==> config.mk <==
export PLATFORM = sky130hd
export DESIGN_NAME = seq_detect_ctrl
export DESIGN_NICKNAME = d
export VERILOG_FILES = /design/src/rtl/seq_detect_pkg.sv /design/src/rtl/seq_match_core.sv /design/src/rtl/seq_detect_ctrl.sv
export SDC_FILE = /design/constraint.sdc
export NUM_CORES = 1
export LEC_CHECK = 0
export CORE_AREA = 5 5 61 57
export CTS_BUF_LIST = sky130_fd_sc_hd__clkbuf_4 sky130_fd_sc_hd__clkbuf_8
export CTS_CLUSTER_SIZE = 30
export DETAILED_ROUTE_END_ITERATION = 12
export DIE_AREA = 0 0 66 62
export DONT_BUFFER_PORTS = 1
export PLACE_DENSITY = 0.84
export SLEW_MARGIN = 0
export SYNTH_ARGS = -nofsm -noshare
export SYNTH_HDL_FRONTEND = slang
export SYNTH_SLANG_ARGS = --single-unit
==> constraint.sdc <==
create_clock -name clk -period 5.5 [get_ports clk]
set_input_delay 0.275 -clock clk [delete_from_list [all_inputs] [get_ports clk]]
set_output_delay 0.275 -clock clk [all_outputs]
set_load 0.01 [all_outputs]
==> src/rtl/seq_detect_pkg.sv <==
// Shared types and default sizes for the serial pattern detector controller.
package seq_detect_pkg;

  localparam int unsigned DEF_PAT_W = 5;
  localparam int unsigned DEF_CNT_W = 8;

  typedef enum logic [1:0] {
    IDLE  = 2'b00,
    ARMED = 2'b01,
    DONE  = 2'b10
  } state_t;

endpackage

==> src/rtl/seq_match_core.sv <==
// Serial pattern matcher: history shift register, fill tracking and comparator.
// hit is combinational and flags that the bit being accepted now completes the pattern.
module seq_match_core
  import seq_detect_pkg::*;
#(
  parameter int unsigned PAT_W = DEF_PAT_W
) (
  input  logic             clk,
  input  logic             reset,
  input  logic             clear,
  input  logic             enable,
  input  logic             din_valid,
  input  logic             din,
  input  logic [PAT_W-1:0] pattern,
  input  logic             overlap,
  output logic             hit
);

  localparam int unsigned FILL_W = $clog2(PAT_W + 1);
  localparam logic [FILL_W-1:0] FILL_FULL = FILL_W'(PAT_W);

  logic [PAT_W-1:0]  history;
  logic [PAT_W-1:0]  history_next;
  logic [FILL_W-1:0] fill;
  logic [FILL_W-1:0] fill_next;
  logic              shift;

  assign shift = enable && din_valid;

  // NOTE: every always_comb output gets a value on every path, otherwise a latch is inferred.
  always_comb begin
    history_next = {history[PAT_W-2:0], din};
    fill_next    = (fill == FILL_FULL) ? fill : fill + FILL_W'(1);
    hit          = shift && (fill_next == FILL_FULL) && (history_next == pattern);
  end

  // NOTE: sequential state is updated with non-blocking assignments only.
  always_ff @(posedge clk or negedge reset) begin
    if (!reset) begin
      history <= '0;
      fill    <= '0;
    end else if (clear) begin
      history <= '0;
      fill    <= '0;
    end else if (shift) begin
      history <= history_next;
      // Non-overlapping mode forces a full refill so no bit is reused.
      fill    <= (hit && !overlap) ? '0 : fill_next;
    end
  end

endmodule

==> src/rtl/seq_detect_ctrl.sv <==
// Run-time controller: config handshake, arm/stop/clear FSM, match counter and sticky irq
// around a single serial pattern matcher.
module seq_detect_ctrl
  import seq_detect_pkg::*;
#(
  parameter int unsigned PAT_W = DEF_PAT_W,
  parameter int unsigned CNT_W = DEF_CNT_W
) (
  input  logic             clk,
  input  logic             reset,
  input  logic             cfg_valid,
  output logic             cfg_ready,
  input  logic [PAT_W-1:0] cfg_pattern,
  input  logic             cfg_overlap,
  input  logic [CNT_W-1:0] cfg_threshold,
  input  logic             start,
  input  logic             stop,
  input  logic             din_valid,
  input  logic             din,
  output logic             match,
  output logic [CNT_W-1:0] match_count,
  output logic             busy,
  output logic             irq,
  input  logic             irq_clr
);

  state_t           state;
  state_t           state_next;
  logic [PAT_W-1:0] pattern_q;
  logic             overlap_q;
  logic [CNT_W-1:0] threshold_q;
  logic [CNT_W-1:0] thr_eff;
  logic [CNT_W-1:0] count_inc;
  logic             start_ok;
  logic             stop_ok;
  logic             clr_ok;
  logic             hit;
  logic             count_hit;
  logic             reached;

  seq_match_core #(.PAT_W(PAT_W)) u_core (
    .clk      (clk),
    .reset    (reset),
    .clear    (start_ok),
    .enable   (state == ARMED),
    .din_valid(din_valid),
    .din      (din),
    .pattern  (pattern_q),
    .overlap  (overlap_q),
    .hit      (hit)
  );

  assign start_ok  = (state == IDLE) && start;
  assign stop_ok   = (state == ARMED) && stop;
  assign clr_ok    = (state == DONE) && irq_clr;
  // stop wins over a same-cycle hit.
  assign count_hit = hit && !stop_ok;
  assign count_inc = (match_count == '1) ? match_count : match_count + CNT_W'(1);
  assign thr_eff   = (threshold_q == '0) ? CNT_W'(1) : threshold_q;
  assign reached   = count_hit && (count_inc >= thr_eff);

  always_ff @(posedge clk or negedge reset) begin
    if (!reset) state <= IDLE;
    else        state <= state_next;
  end

  always_comb begin
    state_next = state;
    unique case (state)
      IDLE:    if (start_ok) state_next = ARMED;
      ARMED: begin
        if (stop_ok)      state_next = IDLE;
        else if (reached) state_next = DONE;
      end
      DONE:    if (clr_ok) state_next = IDLE;
      default: state_next = IDLE;
    endcase
  end

  always_comb begin
    cfg_ready = (state == IDLE);
    busy      = (state == ARMED);
    irq       = (state == DONE);
  end

  always_ff @(posedge clk or negedge reset) begin
    if (!reset) begin
      pattern_q   <= '0;
      overlap_q   <= 1'b0;
      threshold_q <= '0;
      match       <= 1'b0;
      match_count <= '0;
    end else begin
      if ((state == IDLE) && cfg_valid) begin
        pattern_q   <= cfg_pattern;
        overlap_q   <= cfg_overlap;
        threshold_q <= cfg_threshold;
      end
      match <= count_hit;
      if (start_ok)       match_count <= '0;
      else if (count_hit) match_count <= count_inc;
    end
  end

endmodule

==> summary.txt <==
Status
  – Status: completed

Cells and area
  – Antenna cell count: 0
  – Syn-to-layout area delta: 6.549%
  – Layout cells sized above 1: 16.11%
  – Final nets: 212
  – Fill cell count: 192
  – Most common cell after layout, fill and taps aside: dfrtp_1
  – Most frequent cells in the layout: dfrtp_1 (32), nand2_1 (17), o21ai_0 (12), ha_1 (11), inv_1 (10)

Floorplan
  – Die height: 62 um
  – Initial Util: 68.00%
  – Die ar.: 0.004092 mm2
  – Die width: 66 um
  – IO Pins: 34
  – Core area: 0.002725 mm2
  – # rows: 18

STA
  – FMAX: 0.3281 GHz
  – RSZ-0062 raised after global routing: no
  – Post-route minimum period: 3.048 ns
  – Setup ws final: 2.452 ns
  – Crit share post-route: 55.42%
  – Slew HR: 49.95%
  – Hold Vio Cnt, Final: 0
  – Slew Viols, Final: 0
  – Final setup fails: 0
  – Worst Skew: 0.008642 ns
  – Worst slew pin tran: 0.7508 ns
  – Final setup TNS: 0 ns

Placed design
  – Detailed Place HPWL: 2.753 mm
  – Pre-CTS WS: 2.502 ns
  – Port bufs: 0
  – Routability cong.: 0.7917

Synthesis
  – Post-Syn Area: 0.001853 mm2
  – Top_reg_cell synth: dfrtp_1
  – Ys Warns: 0
  – Synth Area in Compound Gates: 12.69%
  – Xor/xnor share of the synthesized area: 4.997%
  – Post-synthesis adder-cell area fraction: 7.427%
  – Mux contribution to synthesized area: 8.643%
  – Post-synth cell types: 42
  – Syn nets: 208
  – Async set or reset register ratio after synthesis: 100.0%
  – Syn Area/Cell: 10.59 um2
  – Synth Area in Simple Gates: 19.65%
  – Number of synthesized flops with an enable pin: 0
  – Largest family of logic cells by synthesized area: simple AND/OR/NAND/NOR gates
  – Mapped Cells: 175
  – Share of the yosys chip area belonging to registers: 43.21%
  – FF+latch count, synth: 32

Routing
  – DRT antenna net count: 0
  – Wire per inst: 16.91 um
  – Via count: 1326
  – Routed WL: 3.720 mm
  – Vias per inst: 6.027
  – DRC Markers: 0
  – Initial DRC count: 128
  – TritonRoute pass-1 iters: 5

Hold path
  – Hold WC Path Type: primary input to flop
  – Hold Path Origin: cfg_threshold[2]

Global routing
  – Largest net degree at the start of global routing: 33
  – First-pass GRT wire length: 6.251 mm
  – Antenna violations before repair: 0
  – Number of global-route vias before repair: 1352
  – All-Layer GR Usage: 20.67%
  – Grt total ovfl: 0

Job
  – Max cap viols: 0

Clock tree
  – Clock transition at path regs: 0.10 ns
  – Number of CTS-inserted buffers: 5
  – TritonCTS clock tree: yes
  – Clock Tree Buf Depth: 2
  – Root buffer cell: clkbuf_4
  – Clock Sinks: 32
  – H-tree Lvls: 2
  – Post-CTS Resized: 0
  – Clock Latency Late Sink: 0.33 ns

Setup path
  – Worst Setup Path Type: flop to flop
  – Critical path buffer and inverter count: 0
  – CP cell instances: ha_1 -> and4_1 -> nand4_4 -> xnor2_1 -> ha_1 -> nand2b_1 -> a2111oi_0 -> nor3_1 -> a21o_1 -> a22o_1
  – Setup crit start: match_count[0]
  – Delay-heaviest family, CP: compound AO/OA/AOI/OAI gates
  – CP dominant cell by count: ha_1
  – Worst endpoint data arrival time: 3.28 ns
  – CP startpoint kind: flop
  – Slowest cell on crit path: dfrtp_1
  – Required @ worst endpoint: 5.73 ns
  – Worst path max stage delay: 0.49 ns
  – R2R Path Start: match_count[0]
  – Crit. End Element: flop
  – Worst-path maximum fanout: 8

Power and ir drop
  – Pint: 0.4148 mW
  – Power Density: 305.2 mW/mm2
  – Combinational share of power: 25.5%
  – VDD IR max: 0.2386 mV
  – Clock power frac: 24.6%
  – P_sw: 0.1878 mW
  – Reg power frac: 50.0%
  – Sw Share: 31.17%
  – Leakage: 0.9354 nW
metrics by stage:
stage          cell area (um2)  hold WS, ns  cells  util [%]  total power [mW]
3_5_place_dp              1878     -0.01971    210     68.92            0.4515
6_report                  1974      0.06493    220     72.45            0.6025
2_1_floorplan             1853     -0.02059    175         -            0.4202
5_1_grt                   1974      0.05555    220     72.45            0.6448
3_3_place_gp              1878     -0.01963    210     68.92            0.4387
4_1_cts                   1974      0.05478    220     72.45            0.6073
power by group through the flow:
stage	clock network, mW	registers, mW	logic [mW]
after detailed placement	0	0.305	0.146
after global routing	0.166	0.306	0.173
after global placement	0	0.302	0.137
after CTS	0.152	0.300	0.155
after floorplan	0	0.298	0.122
final	0.148	0.301	0.153
metal layers:
metal  wire length, um  GRT usage [%]  share of wire (%)  up-vias
met1              1681          26.81                 45      637
li1                  -              -                  -      639
met2              1717          32.29                 46       41
met5                 0              0                  0        -
met3               246          5.755                6.6        9
met4                75          10.43                2.0        0
synthesized netlist by cell type (all sizes together) (4+ instances only):
library cell	number	area, um2
a21oi	7	35.03
and3	4	25.02
dfrtp	32	800.8
ha	11	137.6
inv	10	37.54
mux2	8	90.09
mux2i	7	70.07
nand2	18	70.07
nand3	5	25.02
nor2	6	22.52
nor3	8	51.30
o21ai	12	60.06
xnor2	7	83.83
layout make-up:
cell class / count / area, um2 / share of cell area [%]
multi-input cells: 128 / 989.7 / 50.13
clock buffers: 8 / 66.31 / 3.359
flip-flops and latches: 32 / 800.8 / 40.56
well taps: 40 / 50.05 / 2.535
repair buffers: 2 / 30.03 / 1.521
inverters: 10 / 37.54 / 1.901
final timing paths:
check | end | slack (ns) | cells past startpoint
worst max register to register | state[1] | 2.45 | 10
min in group asynchronous | u_core.fill[2] | 0.38 | 2
worst min register to register | threshold_q[0] | 0.52 | 1
worst min-delay path | threshold_q[2] | 0.06 | 2
worst max-delay path | state[1] | 2.45 | 10
max in group asynchronous | threshold_q[0] | 4.94 | 2
sequential cells by signal, summed over array words and instances (netlist names):
register and cells:
match 1, overlap_q 1, u_core.history 4, pattern_q 5, u_core.fill 3, threshold_q 8
state 2, match_count 8
kinds of logic after synthesis:
logic type / after synthesis
XOR/XNOR: 8
flip-flops: 32
multiplexers: 15
adder cells (fa/ha/maj): 11
AND/OR/NAND/NOR: 58
AO/OA/AOI/OAI: 36
buffers and inverters: 15
timing repair:
item,in CTS,in global routing
endpoints found under the hold margin,32,0
buffers inserted,0,0
hold buffers,2,0
(Power assumes the default switching activity.)
